`src/rtl/uart_rx_os_pkg.sv`:
```
// Shared UART definitions: parity modes, receiver state encodings and the
// baud divider calculation. The transmitter uses the same package.
package uart_rx_os_pkg;

  localparam int unsigned PARITY_NONE = 0;
  localparam int unsigned PARITY_ODD  = 1;
  localparam int unsigned PARITY_EVEN = 2;

  // Receiver FSM encodings, kept as plain 3-bit constants for compatibility
  // with older blocks that compare against them directly.
  localparam logic [2:0] ST_IDLE   = 3'd0;
  localparam logic [2:0] ST_START  = 3'd1;
  localparam logic [2:0] ST_DATA   = 3'd2;
  localparam logic [2:0] ST_PARITY = 3'd3;
  localparam logic [2:0] ST_STOP   = 3'd4;

  // System clocks per oversample tick, truncated.
  function automatic int unsigned calc_divider(input int unsigned freq,
                                               input int unsigned speed,
                                               input int unsigned oversample);
    return freq / (speed * oversample);
  endfunction

  // Two-out-of-three vote used for mid-bit sampling.
  function automatic logic majority3(input logic a, input logic b, input logic c);
    return (a & b) | (a & c) | (b & c);
  endfunction

endpackage

```
`src/rtl/uart_rx_os_baud_tick.sv`:
```
// Oversample tick generator: counts 0..DIVIDER-1 and pulses tick on the last
// count. Holding clear parks the counter at 0 so a new frame starts phase-aligned.
module uart_rx_os_baud_tick
  import uart_rx_os_pkg::*;
#(
  parameter int unsigned DIVIDER = 1
) (
  input  logic CLK_i,
  input  logic Reset_i,
  input  logic clear,
  output logic tick
);

  localparam int unsigned CW = (DIVIDER > 1) ? $clog2(DIVIDER) : 1;
  localparam logic [CW-1:0] LAST = CW'(DIVIDER - 1);

  logic [CW-1:0] cnt;

  // Divider counter, wrapping on the last count.
  always_ff @(posedge CLK_i or posedge Reset_i) begin
    // NOTE: clocked state uses non-blocking assignments so every flop samples
    // pre-edge values, independent of block ordering in the simulator.
    if (Reset_i) begin
      cnt <= '0;
    end else if (clear || cnt == LAST) begin
      cnt <= '0;
    end else begin
      cnt <= cnt + CW'(1);
    end
  end

  assign tick = ~clear & (cnt == LAST);

endmodule

```
`src/rtl/uart_rx_os.sv`:
```
// Oversampling UART receiver with majority-vote bit sampling, false-start
// rejection, parity/framing/overrun reporting and a valid/ready output register.
module uart_rx_os
  import uart_rx_os_pkg::*;
#(
  parameter int unsigned FREQUENCY  = 32'd50_000_000,
  parameter int unsigned SPEED      = 32'd9600,
  parameter int unsigned OVERSAMPLE = 16,
  parameter int unsigned DATA_BITS  = 8,
  parameter int unsigned PARITY     = 0,
  parameter int unsigned STOP_BITS  = 1
) (
  input  logic                 CLK_i,
  input  logic                 Reset_i,
  input  logic                 Rx_i,
  input  logic                 data_ready_i,
  output logic                 data_valid_o,
  output logic [DATA_BITS-1:0] data_o,
  output logic                 parity_err_o,
  output logic                 frame_err_o,
  output logic                 overrun_o
);

  localparam int unsigned DIVIDER = calc_divider(FREQUENCY, SPEED, OVERSAMPLE);
  localparam int unsigned M       = OVERSAMPLE / 2;
  localparam int unsigned OW      = $clog2(OVERSAMPLE);

  localparam logic [OW-1:0] OS_S0   = OW'(M - 1);
  localparam logic [OW-1:0] OS_S1   = OW'(M);
  localparam logic [OW-1:0] OS_DEC  = OW'(M + 1);
  localparam logic [OW-1:0] OS_LAST = OW'(OVERSAMPLE - 1);
  localparam logic [3:0]    DATA_LAST  = 4'(DATA_BITS - 1);
  localparam logic [3:0]    STOP_LAST  = 4'(STOP_BITS - 1);
  localparam logic          PARITY_ON  = (PARITY != PARITY_NONE);
  localparam logic          PARITY_REQ = (PARITY == PARITY_ODD);

  logic                 rx_meta, rx_sync, rx_prev;
  logic [2:0]           state;
  logic [OW-1:0]        os_cnt;
  logic [3:0]           bit_cnt;
  logic                 s0, s1, maj;
  logic [DATA_BITS-1:0] shift;
  logic                 parity_err, frame_err;
  logic                 tick, at_dec, at_end, commit;

  // Line synchronizer plus one delayed copy for start-edge detection. The
  // edge requirement keeps a held-low line (break) from restarting frames.
  always_ff @(posedge CLK_i or posedge Reset_i) begin
    if (Reset_i) begin
      rx_meta <= 1'b1;
      rx_sync <= 1'b1;
      rx_prev <= 1'b1;
    end else begin
      rx_meta <= Rx_i;
      rx_sync <= rx_meta;
      rx_prev <= rx_sync;
    end
  end

  uart_rx_os_baud_tick #(
    .DIVIDER (DIVIDER)
  ) u_tick (
    .CLK_i   (CLK_i),
    .Reset_i (Reset_i),
    .clear   (state == ST_IDLE),
    .tick    (tick)
  );

  assign maj = majority3(s0, s1, rx_sync);

  // Per-bit strobes: decision point, end of bit, and frame commit.
  always_comb begin
    // NOTE: every combinational output gets a default first; a path that
    // leaves one unassigned would infer a latch.
    at_dec = 1'b0;
    at_end = 1'b0;
    if (tick) begin
      at_dec = (os_cnt == OS_DEC);
      at_end = (os_cnt == OS_LAST);
    end
    commit = at_dec && (state == ST_STOP) && (bit_cnt == STOP_LAST);
  end

  // Frame FSM: oversample counting, vote samples, shifting and error capture.
  always_ff @(posedge CLK_i or posedge Reset_i) begin
    if (Reset_i) begin
      state      <= ST_IDLE;
      os_cnt     <= '0;
      bit_cnt    <= '0;
      s0         <= 1'b1;
      s1         <= 1'b1;
      shift      <= '0;
      parity_err <= 1'b0;
      frame_err  <= 1'b0;
    end else begin
      if (tick) begin
        if (os_cnt == OS_S0) s0 <= rx_sync;
        if (os_cnt == OS_S1) s1 <= rx_sync;
        os_cnt <= at_end ? '0 : os_cnt + OW'(1);
      end
      case (state)
        ST_IDLE: begin
          os_cnt  <= '0;
          bit_cnt <= '0;
          if (rx_prev && !rx_sync) begin
            state      <= ST_START;
            parity_err <= 1'b0;
            frame_err  <= 1'b0;
          end
        end
        ST_START: begin
          if (at_dec && maj) begin
            state <= ST_IDLE;               // glitch, not a start bit
          end else if (at_end) begin
            state   <= ST_DATA;
            bit_cnt <= '0;
          end
        end
        ST_DATA: begin
          if (at_dec) shift <= {maj, shift[DATA_BITS-1:1]};
          if (at_end) begin
            if (bit_cnt == DATA_LAST) begin
              bit_cnt <= '0;
              state   <= PARITY_ON ? ST_PARITY : ST_STOP;
            end else begin
              bit_cnt <= bit_cnt + 4'd1;
            end
          end
        end
        ST_PARITY: begin
          if (at_dec) parity_err <= (((^shift) ^ maj) != PARITY_REQ);
          if (at_end) state <= ST_STOP;
        end
        ST_STOP: begin
          if (at_dec && !maj) frame_err <= 1'b1;
          if (commit) begin
            state <= ST_IDLE;               // resync on the next start edge
          end else if (at_end) begin
            bit_cnt <= bit_cnt + 4'd1;
          end
        end
        default: state <= ST_IDLE;
      endcase
    end
  end

  // Output register: load on commit, drop valid once the consumer takes it.
  always_ff @(posedge CLK_i or posedge Reset_i) begin
    if (Reset_i) begin
      data_valid_o <= 1'b0;
      data_o       <= '0;
      parity_err_o <= 1'b0;
      frame_err_o  <= 1'b0;
      overrun_o    <= 1'b0;
    end else if (commit) begin
      data_valid_o <= 1'b1;
      data_o       <= shift;
      parity_err_o <= parity_err;
      frame_err_o  <= frame_err | ~maj;
      overrun_o    <= data_valid_o & ~data_ready_i;
    end else if (data_valid_o && data_ready_i) begin
      data_valid_o <= 1'b0;
    end
  end

endmodule
```
`config.mk`:
```
export PLATFORM = sky130hd
export DESIGN_NAME = uart_rx_os
export DESIGN_NICKNAME = d
export VERILOG_FILES = /design/src/rtl/uart_rx_os_pkg.sv /design/src/rtl/uart_rx_os_baud_tick.sv /design/src/rtl/uart_rx_os.sv
export SDC_FILE = /design/constraint.sdc
export NUM_CORES = 1
export LEC_CHECK = 0
export BUFFER_PORTS_ARGS = -buffer_cell sky130_fd_sc_hd__buf_2
export CORE_MARGIN = 3
export CORE_UTILIZATION = 35
export DETAILED_ROUTE_END_ITERATION = 6
export GPL_TIMING_DRIVEN = 0
export HOLD_SLACK_MARGIN = 0.1
export PLACE_DENSITY = 0.64
export SLEW_MARGIN = 40
export SYNTH_ARGS = -nofsm -noshare
export SYNTH_HDL_FRONTEND = slang
export SYNTH_SLANG_ARGS = --single-unit
```
`constraint.sdc`:
```
create_clock -name CLK_i -period 1.8 [get_ports CLK_i]
set_input_delay 0.09 -clock CLK_i [delete_from_list [all_inputs] [get_ports CLK_i]]
set_output_delay 0.09 -clock CLK_i [all_outputs]
set_load 0.05 [all_outputs]
```
=== Word level (Yosys, flattened, before mapping) ===
Cells that the tools add are included.

* Output and inout bits: 12
* Word-level logic and storage cells: 106
* Bits of input ports: 4
* Flip-flop bits (word level): 47

* Bitwise gates (word level): 12
* Reduce and logical (&&, ||, !) cells: 24
* Equal/unequal tests: 22
* Muxes and demuxes: 28
* Add/sub/neg operators: 3

{| class="wikitable"
|+ Operators with widths
! cell !! number
|-
| 4-bit two-way mux || 9
|-
| 3-bit two-way mux || 7
|-
| 2-bit != test, second input constant || 10
|-
| 4-bit case mux with 4 select lines || 1
|-
| 3-bit case mux with 5 select lines || 1
|-
| 4-bit equality test, second input constant || 3
|-
| 6-bit AND reduction || 2
|-
| 9-bit by 1-bit adder with 9-bit output, second input constant || 1
|-
| 9-bit equality test, second input constant || 1
|-
| 9-bit two-way mux || 1
|-
| 4-bit by 1-bit adder with 4-bit output, second input constant || 2
|-
| 4-bit by 3-bit equality test with 1-bit output, second input constant || 2
|-
| 2-bit nonzero test || 4
|-
| 8-bit XOR reduction || 1
|-
| 1-bit two-way mux || 7
|-
| 3-bit by 2-bit equality test with 1-bit output, second input constant || 2
|-
| 1-bit logical AND || 6
|-
| 2-bit AND reduction || 3
|-
| 3-bit AND reduction || 2
|-
| 1-bit AND || 5
|-
| 4-bit logical NOT || 1
|-
| 1-bit case mux with 2 select lines || 2
|-
| 4-bit nonzero test || 1
|-
| 3-bit by 1-bit equality test with 1-bit output, second input constant || 1
|-
| other kinds (9) || 14
|}

=== Depth between registers and ports, before layout ===
Gate-level depths: netlist of run 1.

* Depth in word-level cells: 8
* Mapped depth: 8
* Depth with buffers taken out: 6

=== By module ===
A second synthesis of run 1 with hierarchy kept.

* Cells, all modules: 206
* Area total of the unflattened synthesis: 2378.5 um^2

{| class="wikitable"
|+ By module, submodules not included
! module !! sequential area each (um^2) !! instances !! cells each !! area each (um^2)
|-
| uart_rx_os || 957.2 || 1 || 157 || 1908.1
|-
| uart_rx_os_baud_tick || 225.2 || 1 || 49 || 470.5
|}

=== Least setup slack after synthesis of run 1 ===
OpenSTA, ideal clock, no wires.

* Kind: reg2reg
* From: register u_tick.cnt[0]
* To: register shift[0]
* Path slack: -146 ps
* Clock period less this slack: 1946 ps
* Arrival time: 1821 ps
* Buffers on the path: 2
* Stages on the path, launching flop included: 9
* Cells stage by stage: dfrtp_1 -> inv_1 -> ha_1 -> and4b_1 -> buf_2 -> nand3_2 -> or3_1 -> buf_6 -> mux2_4

* Word-level cells in the longest chain between the ends: 4

{| class="wikitable"
|+ Ends and longest elaborated chain
! item !! line !! text
|-
| from (decl) || uart_rx_os_baud_tick.sv:17 || <nowiki>logic [CW-1:0] cnt;</nowiki>
|-
| from (signal assigned) || uart_rx_os_baud_tick.sv:28 || <nowiki>cnt <= cnt + CW'(1);</nowiki>
|-
| 9-bit equality test || uart_rx_os_baud_tick.sv:32 || <nowiki>assign tick = ~clear & (cnt == LAST);</nowiki>
|-
| 1-bit AND || uart_rx_os_baud_tick.sv:32 ||
|-
| 1-bit two-way mux || uart_rx_os.sv:77 || <nowiki>if (tick) begin</nowiki>
|-
| 2-bit AND reduction (no line) || -- ||
|-
| to (signal assigned) || uart_rx_os.sv:120 || <nowiki>if (at_dec) shift <= {maj, shift[DATA_BITS-1:1]};</nowiki>
|-
| to (decl) || uart_rx_os.sv:42 || <nowiki>logic [DATA_BITS-1:0] shift;</nowiki>
|}

No other way between the ends.
A chain may end at the register's enable or synchronous reset.

=== Final worst setup path of run 1 ===
* From: register u_tick.cnt[0]
* To: register shift[4]

Same word-level chain as after synthesis.

==> results.cfg, run 1 <==
[sta]
slew_violations = 0
hold_ws_ns = 0.182
setup_viol = 18
tightest_slew_ns = 0.495
hold_viol_final = 0
slew_headroom_pct = 67.0
skew_ns = 0.0106
period_share_pct = 105
fin_crit_ns = 1.88
rsz0062_at_grt = true
max_freq_mhz = 531
finalWorstSetupSlack_ns = -0.0830

[routing]
wire_per_inst_um = 14.8
firstDrtPassIters = 6
final_antenna_net_count = 0
vias = 1675
drc_errors = 0
vias_per_cell = 5.22
drt_iter0_markers = 82
totalWireLength_mm = 4.76

[critical_path]
crit_arrival_ns = 2.08
end_kind = register
path_max_fanout = 8
worstPathRequired_ns = 1.99
start_kind = register
critPathKind = register to register

[power]
p_int_w = 0.00169
seq_power_share_pct = 49.1
vdd_drop_max_mv = 0.322
p_leak_nw = 1.40
p_total_w = 0.00242
switching_power_w = 0.000724
p_per_area_mw_per_mm2 = 798
clkPwrFrac_pct = 28.2
switching_share_pct = 29.9
pwr-share-comb_pct = 22.7

[yosys]
yosys_register_bits = 47
async_flop_share_pct = 100
synth_nets = 213
yosys-top-cells-count = dfrtp_1, nor2_1, mux2_2
synth_area_leaders = dfrtp_1, mux2_2, dfstp_2
synth-edff-count = 0
synth_most_common_cell = dfrtp_1
synth_cells = 202
syn_area_mm2 = 0.00238
synth_top_area_cell = dfrtp_1
avgSynthCellArea_um2 = 11.8
ys.flop_type = dfrtp_1
yosysSeqAreaShare_pct = 49.7
synth_cell_type_count = 53
synth_top_area_share_pct = 44.2
yosysWarnings = 0

[worst_hold_path]
min_path_type = input port to register

[floorplanning]
coreArea_mm2 = 0.00646
start_util_pct = 36.8
die-area_mm2 = 0.00782
die_y_um = 88.4
ios = 16
fp-row-count = 29
die_w_um = 88.4

[run_status]
outcome = finished, violations left
violations = negative setup slack

[finish]
final_nets = 254
num-fill-cells = 593
ff_latch_area_mm2 = 0.00118
layoutNonFillerInstCount = 321
area_growth_pct = 27.4
post_route_cells_drive_above_1_share_pct = 40.2
n_antenna_cell = 0
multi_input_area_mm2 = 0.00130

[place]
io_buffers = 15
dp.cells = 295
dpl.hpwl_mm = 3.00
routabilityCongestion = 0.818

[clock_tree]
cts_tree = built
clock-sinks = 47
clockRootBuffer = clkbuf_8
clkLatencyLatePin_ns = 0.31
clk_pin_slew_worst_paths_ns = 0.09
clockBufferDepth = 2
cts-htree-levels = 2
numCtsBuffers = 5

[grt]
grt_pass1_wl_mm = 7.88
antenna_found_initial = 0
grt_pass1_vias = 1583
grt_start_max_net_pins = 28
grtUsageTotal_pct = 13.0
overflow = 0

[flow_run]
max-cap-violations = 0
cell families after synthesis:
group / synth area share (%)
mux: 12.5
flops: 49.7
fa+ha+maj: 4.53
xor+xnor: 6.11
buf+inv: 2.89
simple gates: 17.8
compound gates: 6.42
placed cells by master, fill, tap and decap left out, drive strengths merged, types with 2 or more instances in the layout:
master       instances
buf                 36
nor4b                2
dfrtp               42
clkbuf               8
inv                  9
and3b                2
xor2                 7
nand2b               3
dfstp                5
ha                   7
o21ai                2
or3                  2
dlygate4sd3          2
nand2                9
a21oi                6
mux2                21
a41oi                2
a32oi                2
and3                 3
nand3b               2
nor2b                2
mux2i                3
nor4                 2
nor3                 6
xnor2                7
nand4                2
nand3               12
maj3                 2
nor2                16
or4b                 2
per-stage QoR:
stage,utilization (%),worst slack (ns),setup TNS [ns],instance area (µm²)
global placement,39.6,-0.387,-9.84,2550
CTS,45.5,-0.115,-1.81,2940
detailed placement,39.9,-0.391,-6.78,2580
finish,46.9,-0.0830,-0.958,3030
global route,46.9,-0.154,-2.42,3030
floorplan,-,-0.119,-1.82,2380
flip-flops by register name (all words and copies together) (netlist names):
name	flops
rx_sync	1
shift	8
os_cnt	4
data_valid_o	1
frame_err_o	1
bit_cnt	4
parity_err_o	1
parity_err	1
frame_err	1
s0	1
rx_prev	1
data_o	8
overrun_o	1
s1	1
u_tick.cnt	9
state	3
rx_meta	1
final cells by class:
class | instances | area share, %
timing repair buffer | 36 | 9.00
sequential | 47 | 39.1
inverter | 9 | 1.20
multi-input combinational | 140 | 42.9
clock inverter | 2 | 0.537
buffer | 4 | 1.32
clock buffer | 6 | 2.73
tap | 77 | 3.18
final timing paths:
check                                   start            to  slack, ns  depth (start not counted)
worst max-delay path            u_tick.cnt[0]      shift[4]      -0.08                          7
worst min-delay path             data_ready_i  data_valid_o       0.18                          3
worst max register to register  u_tick.cnt[0]      shift[4]      -0.08                          7
worst min register to register        rx_meta       rx_sync       0.36                          0
max in group asynchronous             Reset_i      state[1]       1.08                          4
min in group asynchronous             Reset_i     os_cnt[2]       0.27                          3
timing repair:
item                                    4_1_cts  5_1_grt
gates resized for setup                      34       18
hold buffers                                  2        0
gates cloned                                  1        0
endpoints found under the setup margin       30       29
pin swaps                                     7        7
endpoints found under the hold margin        48        0
buffers inserted                             15        3
critical path, stage by stage (launching register included):
cell and delay [ns]:
dfrtp_1 0.39, inv_1 0.06, ha_2 0.16, and4b_1 0.21, buf_6 0.13, nand3_4 0.07
or3_4 0.43, mux2_4 0.33
power groups by stage:
| stage | Sequential, W | Combinational, W | Clock (W) |
|---|---|---|---|
| floorplan | 0.00121 | 0.000245 | 0 |
| global placement | 0.00123 | 0.000301 | 0 |
| detailed placement | 0.00123 | 0.000310 | 0 |
| CTS | 0.00118 | 0.000488 | 0.000701 |
| global route | 0.00119 | 0.000601 | 0.000756 |
| finish | 0.00119 | 0.000548 | 0.000682 |
layer usage:
metal / global-route usage (%) / share of wire, %
met2: 19.8 / 47
met3: 2.23 / 3.2
met1: 18.7 / 48
met5: 0 / 0
met4: 4.53 / 1.2
Note: power is estimated with default switching activity, not from simulation.
==> inputs of run 2 (changes only) <==
Settings changed: ABC_AREA set to 1.
==> results.cfg, run 2 <==
[yosys]
synth_cells = 274
synth_top_area_cell = dfrtp_1
synth_top_area_share_pct = 45.0
ys.flop_type = dfrtp_1
yosys-top-cells-count = nand2_1, dfrtp_1, inv_1
synth_area_leaders = dfrtp_1, nand2_1, inv_1
avgSynthCellArea_um2 = 8.52
yosysWarnings = 0
synth_nets = 285
async_flop_share_pct = 100
synth_cell_type_count = 30
synth_most_common_cell = nand2_1
yosys_register_bits = 47
yosysSeqAreaShare_pct = 50.6
syn_area_mm2 = 0.00233
synth-edff-count = 0

[floorplanning]
fp-row-count = 29
coreArea_mm2 = 0.00642
die_w_um = 87.7
start_util_pct = 36.4
die-area_mm2 = 0.00769
die_y_um = 87.7
ios = 16

[place]
pre_cts_slack_ns = -0.0996
io_buffers = 15
dpl.hpwl_mm = 3.16
dp.cells = 367
routabilityCongestion = 0.821

[critical_path]
reg2reg_slack_ns = 0.02
max_stage_delay_ns = 0.41
crit_arrival_ns = 1.96
worstPathRequired_ns = 1.99
start_kind = register
critPathKind = register to register
path_max_fanout = 4
cp_cell_sequence = inv_2 > ha_4 > nand2_2 > inv_2 > nand2_2 > nor2_4 > buf_6 > nand4_1 > buf_6 > a21oi_4 > nand2_2 > nand2_1 > nand2_1
worst_r2r_path_depth = 13
worst_path_most_repeated_cell = nand2_2
slowest_stage = dfrtp_1
reg2reg_to = state[1]
r2r-start = u_tick.cnt[0]
end_kind = register

[power]
p_leak_nw = 1.41
switching_share_pct = 36.6
vdd_drop_max_mv = 0.498
seq_power_share_pct = 44.6
clkPwrFrac_pct = 25.0
pwr-share-comb_pct = 30.4
switching_power_w = 0.000992
p_per_area_mw_per_mm2 = 945
p_int_w = 0.00172

[finish]
post_route_cells_drive_above_1_share_pct = 27.3
layout_commonest_cell = nand2_1
area_growth_pct = 22.9
top_register = u_tick.cnt
num-fill-cells = 630
post-route-util_pct = 44.7
layoutNonFillerInstCount = 388
multi_input_area_mm2 = 0.00106
ff_latch_area_mm2 = 0.00118
largestRegisters = u_tick.cnt x9, data_o x8, shift x8
n_antenna_cell = 0
largest_reg_flops = 9
final_cell_mix = nand2_1, dfrtp_1, inv_1, nor2_1, o21ai_0
final_nets = 321

[worst_hold_path]
min_path_type = input port to async pin

[sta]
period_share_pct = 98.6
skew_ns = 0.0154
setup_viol = 0
finalWorstSetupSlack_ns = 0.0247
tightest_slew_ns = 0.512
rsz0062_at_grt = true
slew_headroom_pct = 65.5
fin_crit_ns = 1.78
max_freq_mhz = 563
hold_viol_final = 0
slew_violations = 0

[clock_tree]
cts-htree-levels = 2
clock-sinks = 47
numCtsBuffers = 5
clockRootBuffer = clkbuf_8
clk_pin_slew_worst_paths_ns = 0.10
clockBufferDepth = 2
clkLatencyLatePin_ns = 0.31
cts_tree = built

[routing]
drc_errors = 0
wire_per_inst_um = 12.0
totalWireLength_mm = 4.67
firstDrtPassIters = 4
vias_per_cell = 4.80
drt_iter0_markers = 73
vias = 1863
final_antenna_net_count = 0

[grt]
grt_start_max_net_pins = 28
grtUsageTotal_pct = 13.0
grt_pass1_vias = 1807
antenna_found_initial = 0
overflow = 0
grt_pass1_wl_mm = 7.96

[flow_run]
max-cap-violations = 0

[run_status]
outcome = finished, final reports clean
run 2: changes by cell type after synthesis, sizes merged, moves of 5 or more:
cell   before  now
nand2       9   70
o21ai       2   36
inv         9   42
mux2       21    1
nor2       16   24
nand3      12    7
run 2: how the worst max path moves through the flow:
stage | startpoint | to | slack (ns)
detailed placement | u_tick.cnt[0] | state[1] | -0.1
global route | u_tick.cnt[1] | parity_err | -0.12
global placement | u_tick.cnt[0] | state[1] | -0.06
CTS | u_tick.cnt[1] | shift[0] | 0.006
floorplan | u_tick.cnt[0] | shift[1] | 0.15
finish | u_tick.cnt[0] | state[1] | 0.02
run 2: what timing repair did:
| action | CTS | global route |
|---|---|---|
| buffers inserted | 4 | 5 |
| gates cloned | 0 | 1 |
| resized for setup | 3 | 49 |
| hold buffers | 3 | 0 |
| pin swaps | 2 | 4 |
| endpoints found under the setup margin | 25 | 29 |
| endpoints found under the hold margin | 45 | 0 |
run 2: logic make-up after synthesis:
group	count (synthesis)	share of synthesized area, %
buf+inv	45	7.61
compound gates	49	12.1
mux	1	0.482
xor+xnor	10	3.75
fa+ha+maj	7	3.75
simple gates	115	21.7
flops	47	50.6
run 2: area by class of cell:
class / count / share of cell area [%]
clock inverters: 2 / 0.567
multi-input cells: 182 / 36.9
flip-flops and latches: 47 / 41.2
plain buffers: 3 / 1.18
repair buffers: 29 / 8.37
clock buffers: 6 / 2.88
well taps: 77 / 3.36
inverters: 42 / 5.58
run 2: power by group through the flow:
stage          Sequential [W]  Combinational (W)  Clock (W)
2_1_floorplan         0.00121           0.000466          0
3_3_place_gp          0.00122           0.000589          0
3_5_place_dp          0.00122           0.000617          0
4_1_cts               0.00120           0.000665   0.000708
5_1_grt               0.00122           0.000938   0.000745
6_report              0.00121           0.000824   0.000679
run 2: worst max-delay path, delay by kind of cell (launching register included):
family                   cells  cell delay, ns
AND/OR/NAND/NOR              7            0.54
buffers and inverters        4            0.42
flip-flops                   1            0.41
AO/OA/AOI/OAI                1            0.19
adder cells (fa/ha/maj)      1            0.13
run 2: through the flow:
stage	hold WS, ns	power [W]	cell area [µm²]	TNS (ns)
final	0.271	0.00271	2870	0
after global routing	0.298	0.00291	2870	-1.54
after CTS	0.277	0.00257	2700	0
after detailed placement	0.0634	0.00184	2530	-0.958
after global placement	0.196	0.00181	2510	-1.73
after floorplan	0.0945	0.00167	2330	0
run 2: routing by layer:
| metal | wire length (µm) | up-vias | global-route usage [%] |
|---|---|---|---|
| met5 | 0 | - | 0 |
| met4 | 72 | 0 | 4.46 |
| met3 | 119 | 8 | 2.82 |
| met2 | 2340 | 26 | 22.1 |
| met1 | 2140 | 886 | 16.4 |
| li1 | - | 943 | - |
==> inputs of run 3 (changes only) <==
Settings changed: CORE_ASPECT_RATIO set to 2, RECOVER_POWER set to 25.
==> results.cfg, run 3 (same netlist as run 2, synthesis figures left out) <==
[routing]
final_antenna_net_count = 0
drt_iter0_markers = 96
drc_errors = 0
firstDrtPassIters = 4
wire_per_inst_um = 12.5
vias_per_cell = 4.77
totalWireLength_mm = 5.01
vias = 1909

[floorplanning]
coreArea_mm2 = 0.00641
fp-row-count = 41
die_y_um = 122
die_w_um = 63.8
die-area_mm2 = 0.00775
ios = 16
start_util_pct = 36.4

[critical_path]
crit_arrival_ns = 1.97
max_stage_delay_ns = 0.39
end_kind = register
cp_cell_sequence = inv_2 > ha_4 > nand2_2 > inv_2 > nand2_2 > nor2_4 > buf_4 > nand4_1 > buf_6 > buf_2 > o21ai_0
critPathKind = register to register
slowest_stage = dfrtp_1
start_kind = register
path_max_fanout = 10
worstPathRequired_ns = 2.01

[clock_tree]
clk_pin_slew_worst_paths_ns = 0.06
clockBufferDepth = 2
cts_tree = built
cts-htree-levels = 2
clock-sinks = 47
clkLatencyLatePin_ns = 0.29
clockRootBuffer = clkbuf_16
numCtsBuffers = 5

[power]
pwr-share-comb_pct = 24.5
p_int_w = 0.00220
switching_power_w = 0.000983
switching_share_pct = 30.9
p_leak_nw = 1.43
seq_power_share_pct = 38.0
vdd_drop_max_mv = 0.497
p_total_w = 0.00318
clkPwrFrac_pct = 37.5
p_per_area_mw_per_mm2 = 1090

[finish]
post_route_cells_drive_above_1_share_pct = 24.2
post-route-util_pct = 45.4
final_cell_mix = nand2_1, dfrtp_1, inv_1, o21ai_0, nor2_1
area_growth_pct = 24.8
largestRegisters = u_tick.cnt x9, data_o x8, shift x8
layout_commonest_cell = nand2_1
final_nets = 324
fin_area_mm2 = 0.00291
n_antenna_cell = 0
top_register = u_tick.cnt
largest_reg_flops = 9

[run_status]
outcome = finished, final reports clean

[sta]
hold_viol_final = 0
tightest_slew_ns = 0.813
max_freq_mhz = 569
setup_viol = 0
hold_ws_ns = 0.342
slew_headroom_pct = 45.8
fin_crit_ns = 1.76
rsz0062_at_grt = true
skew_ns = 0.00414
slew_violations = 0
finalWorstSetupSlack_ns = 0.0434
period_share_pct = 97.6

[worst_hold_path]
min_path_type = input port to async pin

[place]
post_dp_cell_area_mm2 = 0.00254
pre_cts_slack_ns = -0.145
dpl.hpwl_mm = 3.66
routabilityCongestion = 0.813
io_buffers = 15

[grt]
antenna_found_initial = 0
grt_pass1_wl_mm = 8.70
overflow = 0
grt_start_max_net_pins = 38
grt_pass1_vias = 2027
grtUsageTotal_pct = 14.3

[flow_run]
max-cap-violations = 0
run 3: cell count changes in the layout (fill, tap and decap cells not counted), moves of 2 or more:
cell / change
buf_2: +2
buf_4: +7
buf_6: -3
bufinv_16: +2
clkbuf_16: +4
clkbuf_8: -6
nand2_1: +9
nand2_2: -8
o21ai_0: +3
o21ai_2: -4
run 3: stage by stage:
step	cells	TNS, ns
global route	400	-0.843
CTS	396	0
detailed placement	376	-2.11
global placement	375	-3.14
floorplan	274	0
finish	400	0
run 3: power groups by stage:
stage | clock network [W] | logic [W] | registers (W)
2_1_floorplan | 0 | 0.000466 | 0.00121
3_3_place_gp | 0 | 0.000587 | 0.00123
3_5_place_dp | 0 | 0.000618 | 0.00123
4_1_cts | 0.00122 | 0.000671 | 0.00121
5_1_grt | 0.00125 | 0.000892 | 0.00122
6_report | 0.00119 | 0.000779 | 0.00121
run 3: metal layers:
metal	up-vias	share of wire [%]	GRT usage, %
met5	-	0	0
met3	13	1.8	2.50
li1	954	-	-
met2	20	59	28.4
met4	0	3.9	7.44
met1	922	35	13.4
run 3: path summary, 6_finish.rpt:
| path | slack [ns] | cells past startpoint | to | startpoint |
|---|---|---|---|---|
| setup / recovery | 0.04 | 11 | data_o[1] | u_tick.cnt[1] |
| hold / removal | 0.34 | 3 | u_tick.cnt[2] | Reset_i |
| setup reg to reg | 0.04 | 11 | data_o[1] | u_tick.cnt[1] |
| hold reg to reg | 0.36 | 0 | rx_sync | rx_meta |
| max in group asynchronous | 0.33 | 4 | bit_cnt[0] | Reset_i |
| min in group CLK_i | 0.36 | 0 | rx_sync | rx_meta |
run 3: what timing repair did:
item,CTS,global route
buffers inserted,9,4
hold endpoints to repair,45,0
gates resized for setup,5,26
cloned,0,0
hold buffers,3,0
pin swaps,3,6
setup endpoints to repair,28,35
run 3: final cells by class:
type,count,area (µm²)
buffer,3,27.5
fill,623,3500
timing repair buffer,32,215
tap,86,108
multi-input combinational,182,1030
clock inverter,2,60.1
inverter,42,159
clock buffer,6,129
sequential,47,1180
run 3: worst max-delay path, delay by kind of cell (launching register included):
kind                       cells  cell delay, ns
AOI/OAI and AO/OA              1            0.16
and+or+nand+nor                4            0.35
DFF                            1            0.39
adders and majority gates      1            0.15
buffers and inverters          5            0.61
